`src/rtl/lsu_pkg.sv`:
```
// lsu_pkg: funct3 encodings, FSM state type and access-legality helper for load_store_unit
package lsu_pkg;

    localparam logic [2:0] F3_LB  = 3'b000;
    localparam logic [2:0] F3_LH  = 3'b001;
    localparam logic [2:0] F3_LW  = 3'b010;
    localparam logic [2:0] F3_LBU = 3'b100;
    localparam logic [2:0] F3_LHU = 3'b101;
    localparam logic [2:0] F3_SB  = 3'b000;
    localparam logic [2:0] F3_SH  = 3'b001;
    localparam logic [2:0] F3_SW  = 3'b010;

    typedef enum logic [1:0] {IDLE, WAIT, FAULT} lsu_state_t;

    // Unsigned loads have no store counterpart, so they are only legal for loads.
    function automatic logic lsu_legal(input logic ld, input logic [2:0] f3, input logic [1:0] off);
        logic b, h, w;
        b = f3 == F3_LB || (ld && f3 == F3_LBU);
        h = f3 == F3_LH || (ld && f3 == F3_LHU);
        w = f3 == F3_LW;
        return b || (h && !off[0]) || (w && off == 2'b00);
    endfunction

endpackage

```
`src/rtl/lsu_load_align.sv`:
```
// lsu_load_align: selects the addressed byte/halfword lane of read data and sign- or zero-extends it
module lsu_load_align
    import lsu_pkg::*;
(
    input  logic [31:0] rdata,
    input  logic [1:0]  off,
    input  logic [2:0]  f3,
    output logic [31:0] data
);

    logic [31:0] sh;
    logic [7:0]  b;
    logic [15:0] h;

    always_comb begin
        sh   = rdata >> {off, 3'b000};
        b    = sh[7:0];
        h    = off[1] ? rdata[31:16] : rdata[15:0];
        data = f3 == F3_LB  ? {{24{b[7]}}, b}  :
               f3 == F3_LH  ? {{16{h[15]}}, h} :
               f3 == F3_LBU ? {24'h0, b}       :
               f3 == F3_LHU ? {16'h0, h}       : rdata;
    end

endmodule

```
`src/rtl/load_store_unit.sv`:
```
// load_store_unit: req/ack data-memory access stage with store lane steering and load alignment; LSU_TIMEOUT_EN adds an ack timeout.
module load_store_unit
    import lsu_pkg::*;
#(
    parameter int TIMEOUT_CYCLES = 16
) (
    input  logic        clk,
    input  logic        rst,
    input  logic        ex_valid,
    input  logic        ex_load,
    input  logic        ex_store,
    input  logic [2:0]  funct3,
    input  logic [31:0] addr,
    input  logic [31:0] wdata,
    output logic        busy,
    output logic        done,
    output logic [31:0] load_data,
    output logic        fault,
    output logic        bus_err,
    output logic        dmem_req,
    output logic        dmem_we,
    output logic [31:0] dmem_addr,
    output logic [31:0] dmem_wdata,
    output logic [3:0]  dmem_be,
    input  logic        dmem_ack,
    input  logic [31:0] dmem_rdata
);

    lsu_state_t  state_q, state_d;
    logic        acc, legal, ack, tmo;
    logic        req_q, we_q, done_q, berr_q, ld_q;
    logic [31:2] addr_q;
    logic [3:0]  be_q, be_d;
    logic [31:0] wdata_q, wdata_d, load_q, aligned;
    logic [2:0]  f3_q;
    logic [1:0]  off_q;

    assign acc   = state_q == IDLE && ex_valid && (ex_load || ex_store);
    assign legal = lsu_legal(ex_load, funct3, addr[1:0]);
    assign ack   = state_q == WAIT && dmem_ack;

`ifdef LSU_TIMEOUT_EN
    localparam int CW = $clog2(TIMEOUT_CYCLES + 1);
    logic [CW-1:0] cnt_q;
    always_ff @(posedge clk)
        cnt_q <= (rst || state_q != WAIT) ? '0 : cnt_q + 1'b1;
    // An ack in the last counted cycle takes priority over the timeout.
    assign tmo = state_q == WAIT && !dmem_ack && cnt_q == CW'(TIMEOUT_CYCLES - 1);
`else
    assign tmo = 1'b0 & (TIMEOUT_CYCLES > 0);
`endif

    always_ff @(posedge clk)
        state_q <= rst ? IDLE : state_d;

    always_comb
        state_d = state_q == IDLE ? (acc ? (legal ? WAIT : FAULT) : IDLE) :
                  state_q == WAIT ? ((ack || tmo) ? IDLE : WAIT) : IDLE;

    always_comb begin
        be_d    = ex_load             ? 4'b1111                      :
                  funct3 == F3_SB     ? 4'b0001 << addr[1:0]         :
                  funct3 == F3_SH     ? 4'b0011 << {addr[1], 1'b0}   : 4'b1111;
        wdata_d = funct3 == F3_SB ? {4{wdata[7:0]}}  :
                  funct3 == F3_SH ? {2{wdata[15:0]}} : wdata;
    end

    lsu_load_align u_align (
        .rdata (dmem_rdata),
        .off   (off_q),
        .f3    (f3_q),
        .data  (aligned)
    );

    always_ff @(posedge clk) begin
        if (rst) begin
            req_q   <= 1'b0;
            we_q    <= 1'b0;
            addr_q  <= '0;
            be_q    <= '0;
            wdata_q <= '0;
            f3_q    <= '0;
            off_q   <= '0;
            ld_q    <= 1'b0;
            done_q  <= 1'b0;
            berr_q  <= 1'b0;
            load_q  <= '0;
        end else begin
            done_q <= ack || tmo;
            berr_q <= tmo;
            if (acc && legal) begin
                req_q   <= 1'b1;
                we_q    <= !ex_load;
                addr_q  <= addr[31:2];
                be_q    <= be_d;
                wdata_q <= wdata_d;
                f3_q    <= funct3;
                off_q   <= addr[1:0];
                ld_q    <= ex_load;
            end else if (ack || tmo) begin
                req_q <= 1'b0;
            end
            if (ack && ld_q)
                load_q <= aligned;
        end
    end

    always_comb begin
        busy       = state_q != IDLE;
        fault      = state_q == FAULT;
        done       = done_q || fault;
        bus_err    = berr_q;
        load_data  = load_q;
        dmem_req   = req_q;
        dmem_we    = we_q;
        dmem_addr  = {addr_q, 2'b00};
        dmem_wdata = wdata_q;
        dmem_be    = be_q;
    end

endmodule

```
`config.mk`:
```
export PLATFORM = sky130hd
export DESIGN_NAME = load_store_unit
export DESIGN_NICKNAME = d
export VERILOG_FILES = /design/src/rtl/lsu_pkg.sv /design/src/rtl/lsu_load_align.sv /design/src/rtl/load_store_unit.sv
export SDC_FILE = /design/constraint.sdc
export NUM_CORES = 1
export LEC_CHECK = 0
export ABC_AREA = 1
export CORE_UTILIZATION = 35
export DETAILED_ROUTE_END_ITERATION = 8
export GPL_TIMING_DRIVEN = 0
export PLACE_DENSITY = 0.68
export SETUP_SLACK_MARGIN = 0.02
export SYNTH_ARGS = -nofsm -noshare
export SYNTH_HDL_FRONTEND = slang
export SYNTH_SLANG_ARGS = --single-unit
```
`constraint.sdc`:
```
create_clock -name clk -period 1.8 [get_ports clk]
set_input_delay 0.54 -clock clk [delete_from_list [all_inputs] [get_ports clk]]
set_output_delay 0.54 -clock clk [all_outputs]
set_load 0.02 [all_outputs]
```
# Yosys cells after proc, flatten, opt, wreduce, memory -nomap -nowiden
# Index checks and enable logic that the tools add are counted.
# classes
n_eq_ne	9
shifts	3
muxes	17
n_reduce_logical	23
# ops
operator	n
$mux 32	6
$shr 32x5->8	1
$mux 16	1
$eq 3x3->1 const B	4
$mux 4	3
$logic_and 1x1->1	9
$eq 3x1->1 const B	2
$logic_not 3->1	2
$logic_or 1x1->1	6
$mux 2	3
$logic_not 2->1	2
$mux 1	4
$reduce_bool 2->1	2
$shl 1x2->4 const A	1
$shl 2x2->4 const A	1
$eq 3x2->1 const B	1
$eq 2x1->1 const B	1
$eq 2x2->1 const B	1
$logic_not 1->1	2
# word_totals
register_bits	109
inputBits	105
output_inout_bits	106
word_cells	63

# Depth between registers and ports, before layout
# depth
depth_word	9
mapped_depth	12
ltp_nobuf	11

# Cells and area by module
# Synthesis repeated with hierarchy kept, for this count alone.
# unflattened
cells_unflattened	889
hier_area_um2	5715.5
# by_module_without_submodules
module	n_inst	cells_per_inst	area_each_um2	seq_area_each_um2
load_store_unit	1	631	4551.9	2182.1
lsu_load_align	1	258	1163.6	0.0

# Worst setup path after synthesis
# Ideal clock, no wire load.
# synth_timing
path_type	input port to flip-flop
start	input port ex_load
end	register addr_q[20] (netlist name)
setup_ns	0.113
arrival_ns	1.379
required_ns	1.687
path_slack_ns	0.308
cell_stages	8
n_path_buf	2
path_cell_list	o21ai_1 nor2_4 nand2_2 clkinv_2 buf_6 buf_6 nor2_1 nor2_1
# synth_via
elab_chain_cells	6
elab_cells_between_ends	10
classes_between	reduce/logical: 10
# synth_lines
item	line_no	text
start: declaration	load_store_unit.sv:10	input logic ex_load,
$logic_and 1x1->1	lsu_pkg.sv:19	h = f3 == F3_LH || (ld && f3 == F3_LHU);
$logic_or 1x1->1	lsu_pkg.sv:19	
$logic_and 1x1->1	lsu_pkg.sv:21	return b || (h && !off[0]) || (w && off == 2'b00);
$logic_or 1x1->1 (2 in series)	lsu_pkg.sv:21	
$logic_and 1x1->1 *	load_store_unit.sv:91	if (acc && legal) begin
end signal: assignment	load_store_unit.sv:94	addr_q <= addr[31:2];
end: declaration	load_store_unit.sv:32	logic [31:2] addr_q;
# Mark *: on every way between the ends. The rest lies on a longest branch, timed or not.
# A chain may end at the register's enable or synchronous reset.

# Worst setup path after layout
# layout_timing
start	input port dmem_ack
end	register load_q[6], in the netlist load_data[6]
# layout_via
elab_chain_cells	2
# layout_lines
item	line_no	text
start: declaration	load_store_unit.sv:25	input logic dmem_ack,
$logic_and 1x1->1	load_store_unit.sv:40	assign ack = state_q == WAIT && dmem_ack;
$logic_and 1x1->1	load_store_unit.sv:103	if (ack && ld_q)
end signal: assignment	load_store_unit.sv:104	load_q <= aligned;
end: declaration	load_store_unit.sv:34	logic [31:0] wdata_q, wdata_d, load_q, aligned;
# No other way between the ends.

==> flow_results.org <==
** Clock network
- Setup fix buffers added after clock tree synthesis :: 0
- CTS H-Tree Depth :: 3
- CTS Sinks :: 109
- CTS Root Buffer Type :: sky130_fd_sc_hd__clkbuf_16
- Counting along the longest clock path gives a buffer depth of 2.
- Number of buffers inserted during clock tree synthesis :: 9
- After clock tree synthesis, the clock-pin slew on the worst setup and hold paths is 0.07 ns.
- CTS tree :: done
- Insertion delay of the later-clocked pin in the worst-skew pair :: 0.36 ns

** Die
- Core Area :: 0.0140 mm2
- For this configuration, the core starts out at a cell density of 0.361.
- The floorplan step defined a die boundary enclosing 0.0149 mm2.
- Count of pins on the block boundary :: 211
- Number of placement rows :: 43
- Die width :: 122 um
- The floorplan step set the die height to 122 um.

** Synthesis
- Count of distinct cell types in the synthesized netlist :: 33
- The most used flip-flop cell after synthesis is sky130_fd_sc_hd__dfxtp_1.
- The average instance in the mapped netlist occupies 6.91 um2.
- The share of synthesized area in the top cell type comes to 0.432.
- Sequential cell area fraction in the yosys report :: 0.432
- The cell area that synthesis handed to floorplanning was 0.00505 mm2.
- For this run, asynchronously set or reset flops after synthesis account for 0.
- Number of enable-type register cells in the synthesized netlist :: 0
- Counting flops and latches in the post-synthesis netlist gives 109.
- Synthesized netlist cell count :: 732
- The commonest cells after synthesis are sky130_fd_sc_hd__nand2_1 (159), sky130_fd_sc_hd__nor2_1 (125), sky130_fd_sc_hd__dfxtp_1 (109).
- Cells taking the most area after synthesis :: sky130_fd_sc_hd__dfxtp_1 (43%), sky130_fd_sc_hd__nand2_1 (12%), sky130_fd_sc_hd__nor2_1 (9.3%)
- The biggest area contributor in the post-synthesis netlist is sky130_fd_sc_hd__dfxtp_1.
- sky130_fd_sc_hd__nand2_1 is the most common cell in the netlist.
- Number of warnings reported in the yosys synthesis log :: 0

** Placement
- Once placement finished, the instance area stood at 0.00736 mm2.
- At the end of routability-driven placement, the weighted congestion stood at 0.913.
- After legalization and detailed placement, the total HPWL measured 13200 um.
- Quantity of I/O buffers inserted on ports :: 207

** Final layout
- For this run, the post-layout net count is 1057.
- Diode count :: 0
- Summing all non-filler instances in the final layout gives an area of 0.00764 mm2.
- The area growth from synthesis to layout is 51.1%.
- In the final layout, the share of cells above drive strength 1 is 0.0993.
- Filler cells :: 1422
- Core utilization of the finished layout :: 0.546

** Setup path
- Critical Path RT :: 2.09 ns
- Cells along the critical path :: clkdlybuf4s50_1 -> nand4_1 -> inv_2 -> buf_2 -> clkbuf_4 -> o21ai_0 -> a21oi_1
- CP startpoint kind :: input port
- Critical Setup Path Class :: in -> reg
- Along the worst path, the maximum fanout reaches 10.
- Peak per-stage delay on the critical path :: 0.51 ns
- Worst path slowest cell :: sky130_fd_sc_hd__clkdlybuf4s50_1
- Data arrival at the endpoint of the critical path :: 2.00 ns
- The worst setup path is captured at a flop.

** Routing
- Using the TritonRoute via totals, the vias-per-cell ratio works out to 4.84.
- Antenna Violating Nets Remaining :: 0
- Summed over all nets, wire length on met3 after detailed routing comes to 1100 um.
- In this run the top signal layer used is met4.
- After detailed routing, the total wire length is 17000 um.
- Wl on met1 :: 7490 um
- After detailed routing, the average wire length per cell comes to 15.0 um.
- For this block, the via count after detailed routing is 5499.
- Final routed DRC violation total :: 0
- Summed over all nets, wire length on met2 after detailed routing comes to 8090 um.
- The pre-antenna-repair detailed-routing pass consisted of 5 iterations.
- The detailed router finished its first iteration with 288 violations.

** Job
- Max-cap violations in this run came to 0.

** STA
- Based on the critical path, the design can be clocked at up to 583 MHz.
- Worst setup skew after layout :: 0.00861 ns
- The clock period could shrink to 1.71 ns.
- Accumulated negative setup slack :: 0 ns
- Least-Margin Pin Slew :: 0.507 ns
- Setup repair after global routing missed its margin :: no
- The max-slew violation count came to 0.
- Period utilization :: 0.952
- Final Hold Viols :: 0
- Headroom to the max-slew limit came out at 0.662.
- Worst Hold Margin :: 0.462 ns
- Setup violations remaining at the end of the flow were counted as 0.

** GRT
- Across every metal layer, demand over resource in global routing totals 0.226.
- Maximum number of pins on one net before global-route repair :: 20
- Number of global-route vias before repair :: 5011
- The first global-routing pass estimated 26000 um of wire.
- Antenna violations before repair :: 0
- Summed over all layers, the global routing overflow is 0.

** Power
- IR analysis of the VDD net gives a maximum drop of 0.443 mV.
- Power density over cell area :: 762 mW/mm2
- Lkg Pwr :: 3.81 nW

** Min path
- Worst hold path class :: reg -> reg

** Outcome
- The run finished with clean final reports.
stage by stage:
step / setup WS, ns / total power [mW] / std cells
detailed placement: -0.451 / 3.83 / 1121
global placement: -0.418 / 3.82 / 1121
finish: 0.0861 / 5.82 / 1137
global route: 0.0200 / 6.07 / 1137
floorplan: 0.308 / 3.23 / 734
CTS: 0.0146 / 5.84 / 1137
registers in the layout (all words and copies together) (netlist names), 2 cells and up:
name        cells
addr_q         30
dmem_be         4
dmem_wdata     32
f3_q            3
load_data      32
off_q           2
state_q         2
logic make-up (layout without fill, tap and decap cells):
family                 Yosys count  in the layout  share of synthesized area
AND/OR/NAND/NOR                347            347                      0.288
other                            1              3                   0.000742
flip-flops                     109            109                      0.432
buffers and inverters          104            327                     0.0968
AO/OA/AOI/OAI                  171            171                      0.183
layout by cell type (no fill, tap or decap), drive strengths merged:
| cell | n |
|---|---|
| a21oi | 27 |
| buf | 23 |
| bufinv | 1 |
| clkbuf | 33 |
| clkdlybuf4s15 | 1 |
| clkdlybuf4s50 | 99 |
| clkinv | 3 |
| clkinvlp | 1 |
| conb | 3 |
| dfxtp | 109 |
| dlygate4sd2 | 101 |
| dlymetal6s2s | 4 |
| inv | 61 |
| nand2 | 165 |
| nand3 | 33 |
| nand3b | 2 |
| nand4 | 9 |
| nor2 | 128 |
| nor4 | 1 |
| o21a | 7 |
| o21ai | 114 |
| o21bai | 16 |
| o22ai | 7 |
| or2 | 9 |
worst max-delay path, delay by kind of cell:
kind / cells / cell delay, ns
compound gates: 2 / 0.22
buf+inv: 4 / 1.13
simple gates: 1 / 0.12
repair_timing:
action | CTS | global route
pin swaps | 1 | 1
endpoints found under the setup margin | 166 | 95
hold buffers | 0 | 0
resized for setup | 128 | 40
cloned | 0 | 0
path summary, 6_finish.rpt:
kind	to	cells past startpoint	startpoint	slack, ns
max	load_data[6]$_SDFFE_PP0P_	7	dmem_ack	0.09
min	dmem_wdata[31]$_SDFFE_PP0P_	2	dmem_wdata[31]$_SDFFE_PP0P_	0.46
max reg2reg	load_data[1]$_SDFFE_PP0P_	7	f3_q[1]$_SDFFE_PP0P_	0.22
min reg2reg	dmem_wdata[31]$_SDFFE_PP0P_	2	dmem_wdata[31]$_SDFFE_PP0P_	0.46
final cells by class:
| cell class | count | area, um2 | share of cell area |
|---|---|---|---|
| sequential | 109 | 2180 | 0.286 |
| multi-input combinational | 521 | 2430 | 0.318 |
| clock buffer | 10 | 229 | 0.0300 |
| timing repair buffer | 207 | 1950 | 0.256 |
| inverter | 60 | 236 | 0.0310 |
| tap | 180 | 225 | 0.0295 |
| buffer | 44 | 300 | 0.0393 |
| clock inverter | 6 | 77.6 | 0.0102 |
where the power goes:
group	internal [mW]	leakage (nW)	switching [mW]
registers	2.52	0.887	0.0545
logic	0.513	2.77	0.643
clock network	1.11	0.147	0.982
layer usage:
layer  vias to the layer above  GRT usage
met5                         -          0
met4                         0     0.0739
met3                        25     0.0459
met2                       182      0.376
met1                      2499      0.291
li1                       2793          -
Note: power is estimated with default switching activity, not from simulation.
